## src/rtl/popcnt_rr_arbiter.sv

```systemverilog
// Round-robin arbiter sharing one population-count datapath among NUM_REQ requesters.
// A one-entry result register lets the output drain and refill on the same edge.
module popcnt_rr_arbiter #(
  parameter int unsigned NUM_REQ   = 4,
  parameter int unsigned DATAWIDTH = 16,
  parameter int unsigned IDW       = $clog2(NUM_REQ),
  parameter int unsigned CW        = $clog2(DATAWIDTH) + 1
) (
  input  logic                           i_clk,
  input  logic                           i_rst,
  input  logic [NUM_REQ-1:0]             i_ReqValid,
  input  logic [NUM_REQ*DATAWIDTH-1:0]   i_ReqData,
  output logic [NUM_REQ-1:0]             o_ReqReady,
  output logic                           o_ResValid,
  output logic [IDW-1:0]                 o_ResId,
  output logic [CW-1:0]                  o_ResOnes,
  input  logic                           i_ResReady
);

  typedef enum logic [0:0] {StEmpty, StFull} state_e;

  state_e         state_q, state_d;
  logic [IDW-1:0] ptr_q, ptr_d;
  logic [IDW-1:0] res_id_q, res_id_d;
  logic [CW-1:0]  res_ones_q, res_ones_d;

  logic                 can_accept;
  logic                 accept;
  logic                 grant_found;
  logic [IDW-1:0]       grant_idx;
  logic [NUM_REQ-1:0]   grant_onehot;
  logic [DATAWIDTH-1:0] grant_word;
  int unsigned          scan_idx;

  function automatic logic [CW-1:0] popcount(input logic [DATAWIDTH-1:0] word);
    logic [CW-1:0] sum;
    sum = '0;
    for (int unsigned b = 0; b < DATAWIDTH; b++) begin
      sum = sum + CW'(word[b]);
    end
    return sum;
  endfunction

  // Scan from the pointer upward, wrapping, and take the first valid requester.
  always_comb begin
    grant_found  = 1'b0;
    grant_idx    = '0;
    grant_onehot = '0;
    grant_word   = '0;
    scan_idx     = 0;
    for (int unsigned i = 0; i < NUM_REQ; i++) begin
      scan_idx = (32'(ptr_q) + i) % NUM_REQ;
      if (!grant_found && i_ReqValid[scan_idx]) begin
        grant_found            = 1'b1;
        grant_idx              = IDW'(scan_idx);
        grant_onehot[scan_idx] = 1'b1;
        grant_word             = i_ReqData[scan_idx*DATAWIDTH +: DATAWIDTH];
      end
    end
  end

  assign can_accept = (state_q == StEmpty) || i_ResReady;
  assign accept     = can_accept && grant_found && !i_rst;
  assign o_ReqReady = accept ? grant_onehot : '0;

  always_comb begin
    state_d    = state_q;
    ptr_d      = ptr_q;
    res_id_d   = res_id_q;
    res_ones_d = res_ones_q;
    if (accept) begin
      state_d    = StFull;
      res_id_d   = grant_idx;
      res_ones_d = popcount(grant_word);
      ptr_d      = IDW'((32'(grant_idx) + 1) % NUM_REQ);
    end else if (state_q == StFull && i_ResReady) begin
      // Drain only; id/ones keep their last values.
      state_d = StEmpty;
    end
  end

  always_ff @(posedge i_clk) begin
    if (i_rst) begin
      state_q    <= StEmpty;
      ptr_q      <= '0;
      res_id_q   <= '0;
      res_ones_q <= '0;
    end else begin
      state_q    <= state_d;
      ptr_q      <= ptr_d;
      res_id_q   <= res_id_d;
      res_ones_q <= res_ones_d;
    end
  end

  assign o_ResValid = (state_q == StFull);
  assign o_ResId    = res_id_q;
  assign o_ResOnes  = res_ones_q;

endmodule

```

## config.mk

```make
export PLATFORM = sky130hd
export DESIGN_NAME = popcnt_rr_arbiter
export DESIGN_NICKNAME = d
export VERILOG_FILES = /design/src/rtl/popcnt_rr_arbiter.sv
export SDC_FILE = /design/constraint.sdc
export NUM_CORES = 1
export LEC_CHECK = 0
export CAP_MARGIN = 10
export CORE_UTILIZATION = 46
export DETAILED_ROUTE_END_ITERATION = 7
export PLACE_DENSITY = 0.82
export SYNTH_ARGS = -nofsm -noshare
export SYNTH_HDL_FRONTEND = slang
export SYNTH_SLANG_ARGS = --single-unit
```

## constraint.sdc

```tcl
create_clock -name i_clk -period 5.8 [get_ports i_clk]
set_input_delay 1.16 -clock i_clk [delete_from_list [all_inputs] [get_ports i_clk]]
set_output_delay 1.16 -clock i_clk [all_outputs]
set_load 0.1 [all_outputs]
```

After elaboration in Yosys (flattened, before gate mapping)
Cells that the tools add are included.
Widths: inputs -> output; s select.
{"block": "totals", "ff_bits": 10, "inputBits": 71, "wordCells": 90}
{"block": "op_classes", "add_sub_neg": 19, "magnitude_cmp": 8, "shift": 4, "mux": 35, "n_bitwise": 4, "n_reduce_logical": 16}
{"operator": "$shiftx 64x7->16", "count": 4}
{"operator": "$mux 16", "count": 4}
{"operator": "$add 5x1->5", "count": 11}
{"operator": "$mux 4", "count": 5}
{"operator": "$mux 1", "count": 14}
{"operator": "$lt 2x3->1 const B", "count": 4}
{"operator": "$or 4x4->4", "count": 3}
{"operator": "$logic_and 1x1->1", "count": 10}
{"operator": "$bmux 1 s2", "count": 4}
{"operator": "$demux 1 s2", "count": 4}
{"operator": "$ge 2x1->1 const B", "count": 4}
{"operator": "$mux 2", "count": 4}
{"operator": "$add 4x1->5", "count": 1}
{"operator": "$add 2x1->2 const B", "count": 2}
{"operator": "$add 2x2->2 const B", "count": 2}
{"operator": "$add 3x1->4", "count": 1}
{"operator": "$logic_not 1->1", "count": 4}
{"operator": "$add 2x1->3", "count": 1}
{"operator": "$add 1x1->2", "count": 1}
{"operator": "$reduce_bool 2->1", "count": 1}
{"operator": "$logic_or 1x1->1", "count": 1}
{"operator": "$not 1->1", "count": 1}

Logic depth before layout (Yosys ltp)
{"block": "depth", "depth_word": 27, "mapped_depth": 26, "depth_no_buf": 20}

Least setup slack after synthesis
No wires, ideal clock.
{"block": "synth_timing", "path_type": "reg2reg", "start": "register ptr_q[0]", "end": "register res_ones_q[4] (netlist: o_ResOnes[4])", "t_arrival_ps": 5916, "required_ps": 5730, "path_slack_ps": -186, "path_stages_with_launch": 26, "synth_period_minus_slack_ps": 5986, "cell_sequence": "dfxtp_1 buf_4 buf_6 buf_4 inv_1 ha_1 buf_4 mux4_2 buf_6 or2_4 a21o_1 o21ai_1 a21oi_1 fa_1 inv_1 fa_1 fa_1 inv_1 fa_1 inv_1 ha_1 inv_1 fa_1 nor2b_1 o211ai_1 a21oi_1"}
{"block": "synth_between", "elab_chain_len": 27}
{"element": "start: declaration", "line": "23", "text": "logic [IDW-1:0] ptr_q, ptr_d;"}
{"element": "start signal: assignment", "line": "90", "text": "ptr_q <= ptr_d;"}
{"element": "parallel branches: the longest is 27 deep, another holds $add 4x1->5"}
{"element": "end signal: assignment", "line": "92", "text": "res_ones_q <= res_ones_d;"}
{"element": "end: declaration", "line": "25", "text": "logic [CW-1:0] res_ones_q, res_ones_d;"}
Several ways; the timed one is not identified. The select of a mux whose other input is x is not followed.
A chain may end at the register's enable or synchronous reset.

Worst setup path in the final report
{"block": "layout_timing", "start": "input i_ReqValid[2]", "end": "register res_ones_q[4] (netlist: o_ResOnes[4])"}
{"block": "layout_between", "elab_chain_len": 27}
{"element": "start: declaration", "line": "11", "text": "input logic [NUM_REQ-1:0] i_ReqValid,"}
{"element": "$bmux 1 s2", "line": "53", "text": "if (!grant_found && i_ReqValid[scan_idx]) begin"}
{"element": "$mux 1 (implied by the code)", "line": "53"}
{"element": "$mux 1", "line": "53"}
{"element": "$logic_not 1->1", "line": "53"}
{"element": "$logic_and 1x1->1", "line": "53"}
{"element": "$mux 1", "line": "53"}
{"element": "$logic_not 1->1", "line": "53"}
{"element": "$logic_and 1x1->1", "line": "53"}
{"element": "$mux 1", "line": "53"}
{"element": "$logic_not 1->1", "line": "53"}
{"element": "$logic_and 1x1->1", "line": "53"}
{"element": "$mux 16", "line": "53"}
{"element": "$add 1x1->2", "line": "39", "text": "sum = sum + CW'(word[b]);"}
{"element": "$add 2x1->3", "line": "39"}
{"element": "$add 3x1->4", "line": "39"}
{"element": "$add 4x1->5", "line": "39"}
{"element": "$add 5x1->5 (11 in a row)", "line": "39"}
Several ways; a longest one is shown, not always the timed one. The select of a mux whose other input is x is not followed.

==> run_results.csv <==
group,metric,value,unit
run_status,status,"finished with violations",
run_status,violations,"DRC",
routing,wirelength,9408,µm
global_route,grt_max_degree,29,
cts,htree_num_levels,1,
global_route,grt-ovfl-total,0,
job,drv_cap,0,
layout,syn2layout_area_growth,38.77,%
critical_path,timing.rr.start,"ptr_q[1]",
place,gp_congestion,0.8816,
place,portBuffers,82,
routing,wl_per_cell,19.20,µm
timing,tightestPinTransition,0.9756,ns
critical_path,cp_max_fo,5,
logic_synthesis,synth_nets,407,
timing,clock_skew,0.005196,ns
logic_synthesis,synth_area_leaders,"mux4_2 33%, mux2i_1 8.1%, dfxtp_1 6.4%",
layout,multi_input_area,2708,µm²
cts,cts_tree,"done",
layout,nNetsFinal,504,
routing,routed_via_density,6.657,
logic_synthesis,syn_area,3108,µm²
floorplanning,dieArea,7089,µm²
cts,cts_hold_buf,0,
timing,finalCritPeriodShare,0.9748,
logic_synthesis,synth_area_leader_cell,"mux4_2",
timing,max_freq,0.1769,GHz
critical_path,timing.rr.end,"o_ResOnes[4]",
critical_path,rr_worst_depth,21,
critical_path,cp_slowest_cell,"mux4_2",
layout,num_antenna_cells,0,
cts,clock_sinks,10,
logic_synthesis,ys_types,53,
critical_path,crit_path_start_kind,"input port",
global_route,antenna_found_initial,0,
logic_synthesis,synth_edf_count,0,
floorplanning,io_pins,83,
critical_path,path_buf_inv,5,
floorplanning,die_h,84.20,µm
critical_path,cp_top_family,"adder cells",
layout,fillers,479,
critical_path,cpMostUsedCell,"fa_1",
critical_path,required,5.96,ns
logic_synthesis,ys.flop_type,"dfxtp_1",
routing,drc,8,
routing,via_count,3262,
cts,root_buffer,"clkbuf_8",
logic_synthesis,yosysSeqAreaShare,0.06441,
floorplanning,rows,29,
critical_path,crit_type,"in2reg",
logic_synthesis,yosysTopAreaCellShare,0.3261,
timing,setup_viol,0,
timing,rsz0062_at_grt,"true",
layout,fin_cells,490,
timing,hold_viol,0,
place,placed_cells,481,
timing,slew_viol_final,0,
logic_synthesis,ys_ff_latch,10,
routing,ant_nets,0,
logic_synthesis,ys_warn_count,0,
routing,drtPass1Iterations,8,
critical_path,cpPeakStageDelay,0.57,ns
critical_path,critPathArrivalTime,5.81,ns
floorplanning,coreArea,6422,µm²
worst_hold_path,hold_end,"o_ResId[1]",
critical_path,cp-end-kind,"flop",
layout,drive_gt1_frac,0.3027,
cts,cts_buffer_depth,2,
timing,finalCriticalPeriod,5.654,ns
timing,max_slew_margin,0.3476,
routing,drtIter0Drc,332,
cts,cts_made_buffers,3,
global_route,grt_first_pass_wirelength,15660,µm
worst_hold_path,hp-start,"o_ResId[1]",
floorplanning,start_util,0.4839,
global_route,grt_pass1_vias,3293,
logic_synthesis,async_reset_ff_frac,0,
worst_hold_path,hold_depth,2,
logic_synthesis,synth.avg_cell_area,9.804,µm²
logic_synthesis,syn_inst,317,
global_route,grt_usage,0.2707,
critical_path,path_cells,"buf_6 -> mux4_2 -> o21a_1 -> or2_4 -> o22ai_1 -> o22ai_1 -> fa_1 -> inv_2 -> fa_1 -> fa_1 -> inv_1 -> fa_1 -> inv_1 -> ha_2 -> inv_2 -> fa_2 -> nor2b_1 -> o211ai_1 -> a21oi_1",
cts,clk_latency,0.24,ns
cts,clkTransAtPathRegs,0.05,ns
layout,final-seq-area,203.9,µm²
place,hpwl,7302,µm
critical_path,rrSetupSlack,0.27,ns
worst_hold_path,hold_class,"reg2reg",
floorplanning,dieWidth,84.20,µm
## cells in the final DEF, fill, tap and decap left out, drive strengths merged, types with 4 or more instances in the layout
cell type,count
nor2,9
nor2b,5
dfxtp,10
mux4,45
o211ai,6
a21oi,16
ha,9
o31ai,5
a31oi,7
o311ai,4
mux2,8
buf,47
nand2,36
a221o,4
inv,18
mux2i,25
a22oi,5
clkbuf,4
fa,10
o21ai,18
clkdlybuf4s50,74
nand3,5
and3,4
o22ai,5
## cells by family after synthesis
family | share of synthesized area
flops | 0.06441
mux | 0.4356
simple gates | 0.1232
xor+xnor | 0.005637
buf+inv | 0.07810
compound gates | 0.1924
fa+ha+maj | 0.1006
## worst max-delay path by stage
stage	depth (start not counted)	endpoint	from
3_3_place_gp	18	o_ResOnes[4]	i_ReqValid[0]
5_1_grt	19	o_ResOnes[4]	i_ReqData[19]
3_5_place_dp	18	o_ResOnes[2]	i_ReqValid[0]
2_1_floorplan	25	o_ResOnes[4]	ptr_q[0]
6_report	19	o_ResOnes[4]	i_ReqValid[2]
4_1_cts	19	o_ResOnes[1]	i_ReqValid[1]
## cell type report
cell class	count	share of cell area
repair buffers	121	0.2759
clock buffers	4	0.01044
flip-flops and latches	10	0.04729
well taps	77	0.02234
multi-input cells	260	0.6278
inverters	18	0.01625
## cell usage after synthesis, drive strengths merged, types with 3 or more instances
library cell,number
nor2,9
a221o,4
dfxtp,10
a32oi,3
o311ai,4
a31oi,7
nand2,36
and3,4
or2,3
o22ai,5
nor2b,5
nand3,5
mux2,8
buf,23
inv,17
o21ai,18
ha,9
a221oi,3
fa,10
a21o,3
o31ai,5
a22oi,5
o211ai,6
mux4,45
clkbuf,6
mux2i,25
a21oi,16
nor3,3
## through the flow
step | util | cell area [µm²] | TNS (ns) | worst slack [ns] | hold slack, ns
2_1_floorplan | - | 3120 | 0 | 0.01624 | 0.8791
3_3_place_gp | 0.6482 | 4163 | -1.386 | -0.3737 | 0.4458
4_1_cts | 0.6661 | 4278 | 0 | 0.005285 | 0.4719
6_report | 0.6715 | 4313 | 0 | 0.1464 | 0.4747
3_5_place_dp | 0.6482 | 4163 | -1.955 | -0.5091 | 0.4642
5_1_grt | 0.6715 | 4313 | -0.1333 | -0.07645 | 0.5015
## state kept, by name, indices dropped and copies added, names as in the netlist
register and flops:
o_ResValid 1, o_ResOnes 5, o_ResId 2, ptr_q 2
## layer usage
| metal | global-route usage | share of wire | up-vias |
|---|---|---|---|
| met5 | 0 | 0 | - |
| met4 | 0.06583 | 0.020 | 0 |
| met3 | 0.01672 | 0.061 | 30 |
| met2 | 0.5045 | 0.54 | 171 |
| met1 | 0.3428 | 0.38 | 1603 |
| li1 | - | - | 1458 |
## tightest hold or removal path, cell delays in order (launching register included)
cell     delay (ns)
dfxtp_1        0.31
nand3_1        0.06
nand2_1        0.05
## what timing repair did
| item | CTS | global route |
|---|---|---|
| gates cloned | 0 | 0 |
| setup buffers | 3 | 2 |
| gates resized for setup | 21 | 25 |
| pin swaps | 12 | 12 |
| endpoints found under the setup margin | 4 | 4 |
Power is not shown: default switching activity piles up to over one toggle a cycle in this logic, so the estimate is an artifact.
